### config.mk
export PLATFORM = sky130hd
export DESIGN_NAME = alu_issue_stage
export DESIGN_NICKNAME = d
export VERILOG_FILES = /design/src/rtl/alu_issue_stage.sv
export SDC_FILE = /design/constraint.sdc
export NUM_CORES = 1
export LEC_CHECK = 0
export CORE_MARGIN = 8
export CORE_UTILIZATION = 45
export CTS_CLUSTER_DIAMETER = 30
export CTS_CLUSTER_SIZE = 12
export DETAILED_ROUTE_END_ITERATION = 10
export GPL_TIMING_DRIVEN = 0
export HOLD_SLACK_MARGIN = 0.03
export PLACE_DENSITY = 0.73
export SYNTH_ARGS = -nofsm -noshare
export SYNTH_HDL_FRONTEND = slang
export SYNTH_SLANG_ARGS = --single-unit
### constraint.sdc
create_clock -name clk -period 2.9 [get_ports clk]
set_input_delay 0.87 -clock clk [delete_from_list [all_inputs] [get_ports clk]]
set_output_delay 0.87 -clock clk [all_outputs]
set_load 0.005 [all_outputs]
### src/rtl/alu_issue_stage.sv
// Operand-issue stage ahead of the 64-bit ALU: operand B select,
// writeback forwarding and a two-entry skid buffer.
module alu_issue_stage #(
    parameter int DATA_W     = 64,
    parameter int REG_ADDR_W = 5
) (
    input  logic                  clk,
    input  logic                  reset_n,
    input  logic                  flush,
    input  logic                  in_valid,
    output logic                  in_ready,
    input  logic [3:0]            in_op,
    input  logic [REG_ADDR_W-1:0] in_rs1_addr,
    input  logic [REG_ADDR_W-1:0] in_rs2_addr,
    input  logic [DATA_W-1:0]     in_rs1_data,
    input  logic [DATA_W-1:0]     in_rs2_data,
    input  logic [DATA_W-1:0]     in_imm,
    input  logic                  in_use_imm,
    input  logic [REG_ADDR_W-1:0] in_rd_addr,
    input  logic                  fwd_valid,
    input  logic [REG_ADDR_W-1:0] fwd_rd,
    input  logic [DATA_W-1:0]     fwd_data,
    output logic                  out_valid,
    input  logic                  out_ready,
    output logic [DATA_W-1:0]     out_a,
    output logic [DATA_W-1:0]     out_b,
    output logic [3:0]            out_aluop,
    output logic                  out_carryin,
    output logic [REG_ADDR_W-1:0] out_rd_addr
);

    localparam logic [1:0] S_EMPTY = 2'd0;
    localparam logic [1:0] S_ONE   = 2'd1;
    localparam logic [1:0] S_FULL  = 2'd2;
    localparam logic [3:0] OP_SUB  = 4'b0110;

    typedef struct packed {
        logic [DATA_W-1:0]     a;
        logic [DATA_W-1:0]     b;
        logic [3:0]            op;
        logic                  cin;
        logic [REG_ADDR_W-1:0] rd;
        logic [REG_ADDR_W-1:0] rs1;
        logic [REG_ADDR_W-1:0] rs2;
        logic                  use_imm;
    } ent_t;

    logic [1:0] r_state;
    ent_t       r_head;
    ent_t       r_skid;

    logic [1:0] w_state_nx;
    ent_t       w_head_nx;
    ent_t       w_skid_nx;
    ent_t       w_new;
    ent_t       w_head_f;
    ent_t       w_skid_f;
    logic       w_push;
    logic       w_pop;
    logic       w_fwd_en;

    assign in_ready  = (r_state != S_FULL);
    assign out_valid = (r_state != S_EMPTY);
    assign w_push    = in_valid && in_ready;
    assign w_pop     = out_valid && out_ready;
    assign w_fwd_en  = fwd_valid && (fwd_rd != '0);

    assign out_a       = r_head.a;
    assign out_b       = r_head.b;
    assign out_aluop   = r_head.op;
    assign out_carryin = r_head.cin;
    assign out_rd_addr = r_head.rd;

    // Incoming instruction, with capture-time forwarding
    always_comb begin
        w_new.op      = in_op;
        w_new.cin     = (in_op == OP_SUB);
        w_new.rd      = in_rd_addr;
        w_new.rs1     = in_rs1_addr;
        w_new.rs2     = in_rs2_addr;
        w_new.use_imm = in_use_imm;
        w_new.a       = in_rs1_data;
        w_new.b       = in_use_imm ? in_imm : in_rs2_data;
        if (w_fwd_en && fwd_rd == in_rs1_addr)
            w_new.a = fwd_data;
        if (w_fwd_en && !in_use_imm && fwd_rd == in_rs2_addr)
            w_new.b = fwd_data;
    end

    // Held entries track writeback so stalled operands stay current
    always_comb begin
        w_head_f = r_head;
        w_skid_f = r_skid;
        if (w_fwd_en && fwd_rd == r_head.rs1)
            w_head_f.a = fwd_data;
        if (w_fwd_en && !r_head.use_imm && fwd_rd == r_head.rs2)
            w_head_f.b = fwd_data;
        if (w_fwd_en && fwd_rd == r_skid.rs1)
            w_skid_f.a = fwd_data;
        if (w_fwd_en && !r_skid.use_imm && fwd_rd == r_skid.rs2)
            w_skid_f.b = fwd_data;
    end

    always_comb begin
        w_state_nx = r_state;
        w_head_nx  = r_head;
        w_skid_nx  = r_skid;
        if (flush) begin
            w_state_nx = S_EMPTY;
            w_head_nx  = '0;
            w_skid_nx  = '0;
        end else begin
            unique case (r_state)
                S_EMPTY: begin
                    if (w_push) begin
                        w_state_nx = S_ONE;
                        w_head_nx  = w_new;
                    end
                end
                S_ONE: begin
                    w_head_nx = w_head_f;
                    if (w_push && w_pop) begin
                        w_head_nx = w_new;
                    end else if (w_push) begin
                        w_state_nx = S_FULL;
                        w_skid_nx  = w_new;
                    end else if (w_pop) begin
                        w_state_nx = S_EMPTY;
                    end
                end
                S_FULL: begin
                    if (w_pop) begin
                        w_state_nx = S_ONE;
                        w_head_nx  = w_skid_f;
                        w_skid_nx  = '0;
                    end else begin
                        w_head_nx = w_head_f;
                        w_skid_nx = w_skid_f;
                    end
                end
                default: begin
                    w_state_nx = S_EMPTY;
                    w_head_nx  = '0;
                    w_skid_nx  = '0;
                end
            endcase
        end
    end

    always_ff @(posedge clk or negedge reset_n) begin
        if (!reset_n) begin
            r_state <= S_EMPTY;
            r_head  <= '0;
            r_skid  <= '0;
        end else begin
            r_state <= w_state_nx;
            r_head  <= w_head_nx;
            r_skid  <= w_skid_nx;
        end
    end

endmodule

# Word level (Yosys, flattened, before mapping)
# Cells that the tools add are included.
# W data, S select, Z words.
totals:
  wordCells: 80
  out_inout_bits: 140
  register_bits: 300
  in_bits: 287
op_classes:
  reduce_logical: 23
  eq_ne: 17
  n_mux: 23
op_table:
  columns: ["operator", "n"]
  rows:
  - ["$mux W149", 7]
  - ["$pmux W149 S3", 2]
  - ["$mux W64", 7]
  - ["$eq A5 B5 Y1", 6]
  - ["$ne A3 B3 Y1 const B", 5]
  - ["$logic_and A1 B1 Y1", 13]
  - ["$mux W2", 6]
  - ["$reduce_and A4 Y1", 2]
  - ["$pmux W2 S3", 1]
  - ["$reduce_and A3 Y1", 2]
  - ["$reduce_bool A5 Y1", 1]
  - ["$eq A4 B3 Y1 const B", 1]
  - ["$ne A2 B2 Y1 const B", 2]
  - ["$ne A4 B4 Y1 const B", 1]
  - ["$logic_not A1 Y1", 3]
  - ["$eq A2 B1 Y1 const B", 1]
  - ["$eq A2 B2 Y1 const B", 1]
  - ["$logic_not A2 Y1", 1]
  - ["$reduce_bool A2 Y1", 1]

# Longest topological paths before layout
depth:
  word_depth: 9
  mapped_depth: 11
  depth_no_buf: 8

# Worst setup path before layout
# No wires, ideal clock.
synth_timing:
  path_kind: "input to register"
  start: "input fwd_rd[1]"
  end: "register r_skid[100] (netlist bit)"
  setup_time_ps: 127
  required_ps: 2773
  arrival_ps: 2692
  path_buffers: 3
  cell_stages: 9
  path_slack_ps: 80
  cell_sequence: "buf_4 -> or4_4 -> o21ai_4 -> nor4_1 -> a32o_1 -> buf_6 -> buf_6 -> a222oi_1 -> inv_1"
synth_between:
  elab_chain_len: 8
  elab_cells_between_ends: 13
  classes_between: "eq/ne: 2; mux: 7; reduce/logical: 4"
synth_rtl:
  columns: ["item", "line", "rtl"]
  rows:
  - ["start, declared", "21", "input logic [REG_ADDR_W-1:0] fwd_rd,"]
  - ["$reduce_bool A5 Y1", "66", "assign w_fwd_en = fwd_valid && (fwd_rd != '0);"]
  - ["$logic_and A1 B1 Y1", "66", null]
  - ["$logic_and A1 B1 Y1", "84", "if (w_fwd_en && fwd_rd == in_rs1_addr)"]
  - ["$mux W64", "84", null]
  - ["$mux W149", "124", "end else if (w_push) begin"]
  - ["$mux W149", "122", "if (w_push && w_pop) begin"]
  - ["$pmux W149 S3 *", "113", "unique case (r_state)"]
  - ["$mux W149 *", "108", "if (flush) begin"]
  - ["end signal, assigned", "158", "r_skid <= w_skid_nx;"]
  - ["end, declared", "50", "ent_t r_skid;"]
# Mark *: on every way between the ends. The rest lies on a longest branch, timed or not. The select of a mux whose other input is x is not followed.
# A chain may end at the register's enable or synchronous reset.

# Worst setup path after layout
layout_timing:
  start: "input in_use_imm"
  end: "register r_head (netlist bit out_b[41])"
layout_between:
  elab_chain_len: 7
  elab_cells_between_ends: 9
  classes_between: "mux: 6; reduce/logical: 3"
layout_rtl:
  columns: ["item", "line", "rtl"]
  rows:
  - ["start, declared", "18", "input logic in_use_imm,"]
  - ["$logic_not A1 Y1", "86", "if (w_fwd_en && !in_use_imm && fwd_rd == in_rs2_addr)"]
  - ["$logic_and A1 B1 Y1 (2 in series)", "86", null]
  - ["$mux W64 *", "86", null]
  - ["$mux W149 (on tied branches)", "122, 115", null]
  - ["$pmux W149 S3 *", "113", null]
  - ["$mux W149 *", "108", null]
  - ["end signal, assigned", "157", "r_head <= w_head_nx;"]
  - ["end, declared", "49", "ent_t r_head;"]
# Marks and branches as above.

==> results.md <==
- Status: finished clean
- 1st-pass router iterations: 7
- Crit path max fanout: 10
- Layout fillers: 3097
- Warnings from Yosys: 0
- Synth top area share: 41.6%
- Synth area leaders: dfrtp_1 (42%), mux2i_1 (15%), buf_4 (5.8%), a22oi_1 (5.5%), a2bb2oi_1 (5.4%)
- Final hold viol count: 0
- TritonCTS buffer count: 78
- Total gr overflow: 0
- Worst-Skew Late Latency: 590 ps
- Clock Pin Slew Worst Setup and Hold Paths: 40 ps
- Nets: 2485
- Pins Over Slew Limit: 0
- Initial Util: 45.5%
- Max Freq: 345 MHz
- CTS tree: built
- Tmin final: 2900 ps
- Routed Antenna Nets: 0
- Worst-Margin Slew: 807 ps
- Core area: 0.0396 mm²
- CP Launch Type: primary input
- Vias: 16900
- Initial antenna violation count: 10
- P_sw: 4.81 mW
- Number of global-route vias before repair: 17800
- Internal: 13.1 mW
- Residual DRC count: 0
- Detailed-route wire length per cell: 24.7 µm
- WS Path Type: primary input to flop
- Synth Register Bits: 300
- Leading area contributor after synthesis: dfrtp_1
- Slowest stage delay, CP: 720 ps
- FP Rows: 73
- Worst Path Arrival: 3310 ps
- Syn Inst Count: 1696
- Clock sinks: 300
- Critical-path cell list: clkdlybuf4s50_1 -> buf_4 -> clkbuf_2 -> mux2_2 -> mux2i_1 -> a2bb2oi_1 -> o221ai_1
- Die height: 216 µm
- Clock network power share: 50.5%
- Die X-Extent: 216 µm
- Mapped cell area: 0.0180 mm²
- Pwr per Cell Area: 687 mW/mm²
- Reg power frac: 27.4%
- Slew HR: 46.2%
- Mean Syn Cell Area: 10.6 µm²
- Post-DP HPWL: 48700 µm
- Worst Hold Class: primary input to async pin
- Switching share of power: 26.9%
- Pin count of the biggest net entering global routing: 113
- VDD IR-drop max: 0.464 mV
- Synth unique cells: 51
- Required @ worst endpoint: 3320 ps
- Post-synth EDFFs: 0
- Max_cap viols: 0
- Final worst-path cycle share: 99.9%
- Syn nets: 1987
- # hold bufs at CTS: 0
- DR iter-0 viols: 1697
- Seq/Total Area, Yosys: 41.6%
- Num ports: 427
- Setup violators final: 0
- All-Layer GR Usage: 28.2%
- H-tree depth: 3
- Dominant synthesized flop cell: dfrtp_1
- Port buffer count: 405
- RSZ-0062 raised after global routing: yes
- CTS max path bufs: 3
- Logic pwr share: 22.1%
- DIE AREA: 0.0468 mm²
- Slowest-stage cell, CP: clkdlybuf4s50_1
- Routed WL: 68900 µm
- Clock root buffer: clkbuf_16
- FF-to-FF setup slack: 110 ps
- Layout area overhead: 44.2%
- Ratio of cells with drive above 1 in the final layout: 20.4%
- Total Power: 17.9 mW
- Post-layout worst setup margin: 1.75 ps
- Static leakage: 11.1 nW
- CP Capture Type: flop
- Async set-reset flop share out of synthesis: 100%
- Worst Skew: 31.3 ps
- Gpl congestion: 0.885
- DR vias/cell: 6.05
- First-pass GRT wire length: 105000 µm
- Worst slack, placed: -1430 ps
## repair_timing
item | CTS | global route
resized for setup | 53 | 56
endpoints found under the setup margin | 259 | 232
buffers inserted | 6 | 6
pin swaps | 1 | 2
cloned | 0 | 0
## state kept, by name (all words and copies together), names as in the netlist
signal and flops:
out_aluop 4, out_b 64, r_state 2, out_a 64, out_carryin 1, r_head 11
out_rd_addr 5, r_skid 149
## power groups by stage
stage / sequential (mW) / clock (mW) / combinational [mW]
6_report: 4.89 / 9.03 / 3.94
3_5_place_dp: 4.94 / 0 / 3.80
3_3_place_gp: 4.93 / 0 / 3.73
5_1_grt: 4.93 / 9.31 / 4.20
2_1_floorplan: 4.85 / 0 / 1.91
4_1_cts: 4.88 / 9.09 / 3.87
## Yosys cell counts (3+ instances only)
master	n
a21o_1	3
a21oi_1	4
a221o_1	16
a222oi_1	65
a22o_1	22
a22oi_1	133
a2bb2oi_1	112
a31oi_1	3
buf_1	6
buf_2	47
buf_4	140
buf_6	9
clkbuf_1	101
dfrtp_1	300
ha_1	4
inv_1	71
mux2_2	61
mux2i_1	269
nand2_1	82
nand3_1	4
nand4_1	3
nor2_1	6
nor3_1	8
nor4_1	4
o21ai_0	85
o221ai_1	62
o22ai_1	18
xnor2_1	22
xor2_1	8
## placed cells by master (no fill, tap or decap), types with 6 or more instances in the layout
cell type	Yosys	routed
o21ai_0	85	85
buf_6	9	14
inv_1	71	70
clkdlybuf4s50_1	0	404
xor2_1	8	8
a221o_1	16	16
clkinv_2	0	19
a22o_1	22	22
nor3_1	8	8
o22ai_1	18	18
buf_4	140	153
clkbuf_2	0	17
clkbuf_16	0	80
mux2i_1	269	266
buf_2	47	35
a2bb2oi_1	112	112
a22oi_1	133	133
diode_2	0	6
clkbuf_4	0	14
xnor2_1	22	22
clkbuf_1	101	84
o221ai_1	62	61
nand2_1	82	81
mux2_2	61	61
dfrtp_1	300	300
a222oi_1	65	65
bufinv_16	0	11
clkbuf_8	0	15
## per-stage QoR
step | hold slack [ps] | std cells | cell area [µm²] | TNS (ps) | utilization (%)
3_3_place_gp | 465 | 2626 | 22800 | -4057090 | 57.4
2_1_floorplan | 451 | 1696 | 18000 | 0 | -
4_1_cts | 51.6 | 2777 | 25800 | 0 | 65.1
3_5_place_dp | 473 | 2629 | 22800 | -277000 | 57.6
6_report | 75.2 | 2788 | 26000 | 0 | 65.6
5_1_grt | 65.6 | 2785 | 26000 | -122 | 65.6
## per-layer routing
metal / wire length, µm / track usage, % / vias up
met4: 2050 / 11.6 / 10
met3: 6100 / 7.47 / 141
li1: - / - / 7405
met1: 27600 / 35.1 / 8455
met2: 33100 / 46.0 / 870
met5: 67 / 0 / -
## worst max-delay path: cells and delay by family
kind                   cells  cell delay [ps]
multiplexers               2              610
buffers and inverters      3             1470
AO/OA/AOI/OAI              2              350
## cells by family (layout without fill, tap and decap cells)
kind of cell	count (synthesis)	count (layout)	share of synthesized area [%]
compound gates	534	534	23.4
buf+inv	374	935	11.4
mux	330	330	18.7
flops	300	300	41.6
simple gates	124	124	3.11
xor+xnor	30	30	1.46
fa+ha+maj	4	4	0.277
other cells	0	6	0
## layout make-up
class	instances	area, µm²	share of cell area [%]
tap	525	657	2.52
timing repair buffer	420	4270	16.4
multi-input combinational	1022	8660	33.3
clock buffer	104	2240	8.62
buffer	301	1890	7.28
clock inverter	39	507	1.95
antenna	6	15.0	0.0577
sequential	300	7510	28.9
inverter	71	267	1.02
## final timing paths
kind                            startpoint        end  cells after the start
worst max register to register  r_state[0]  out_a[20]                      9
worst max-delay path            in_use_imm  out_b[41]                      7
min in group clk                 out_a[22]  out_a[22]                      2
worst min register to register   out_a[22]  out_a[22]                      2
max in group asynchronous          reset_n   out_a[3]                      3
worst min-delay path               reset_n  out_b[52]                      1
(Power assumes the default switching activity.)
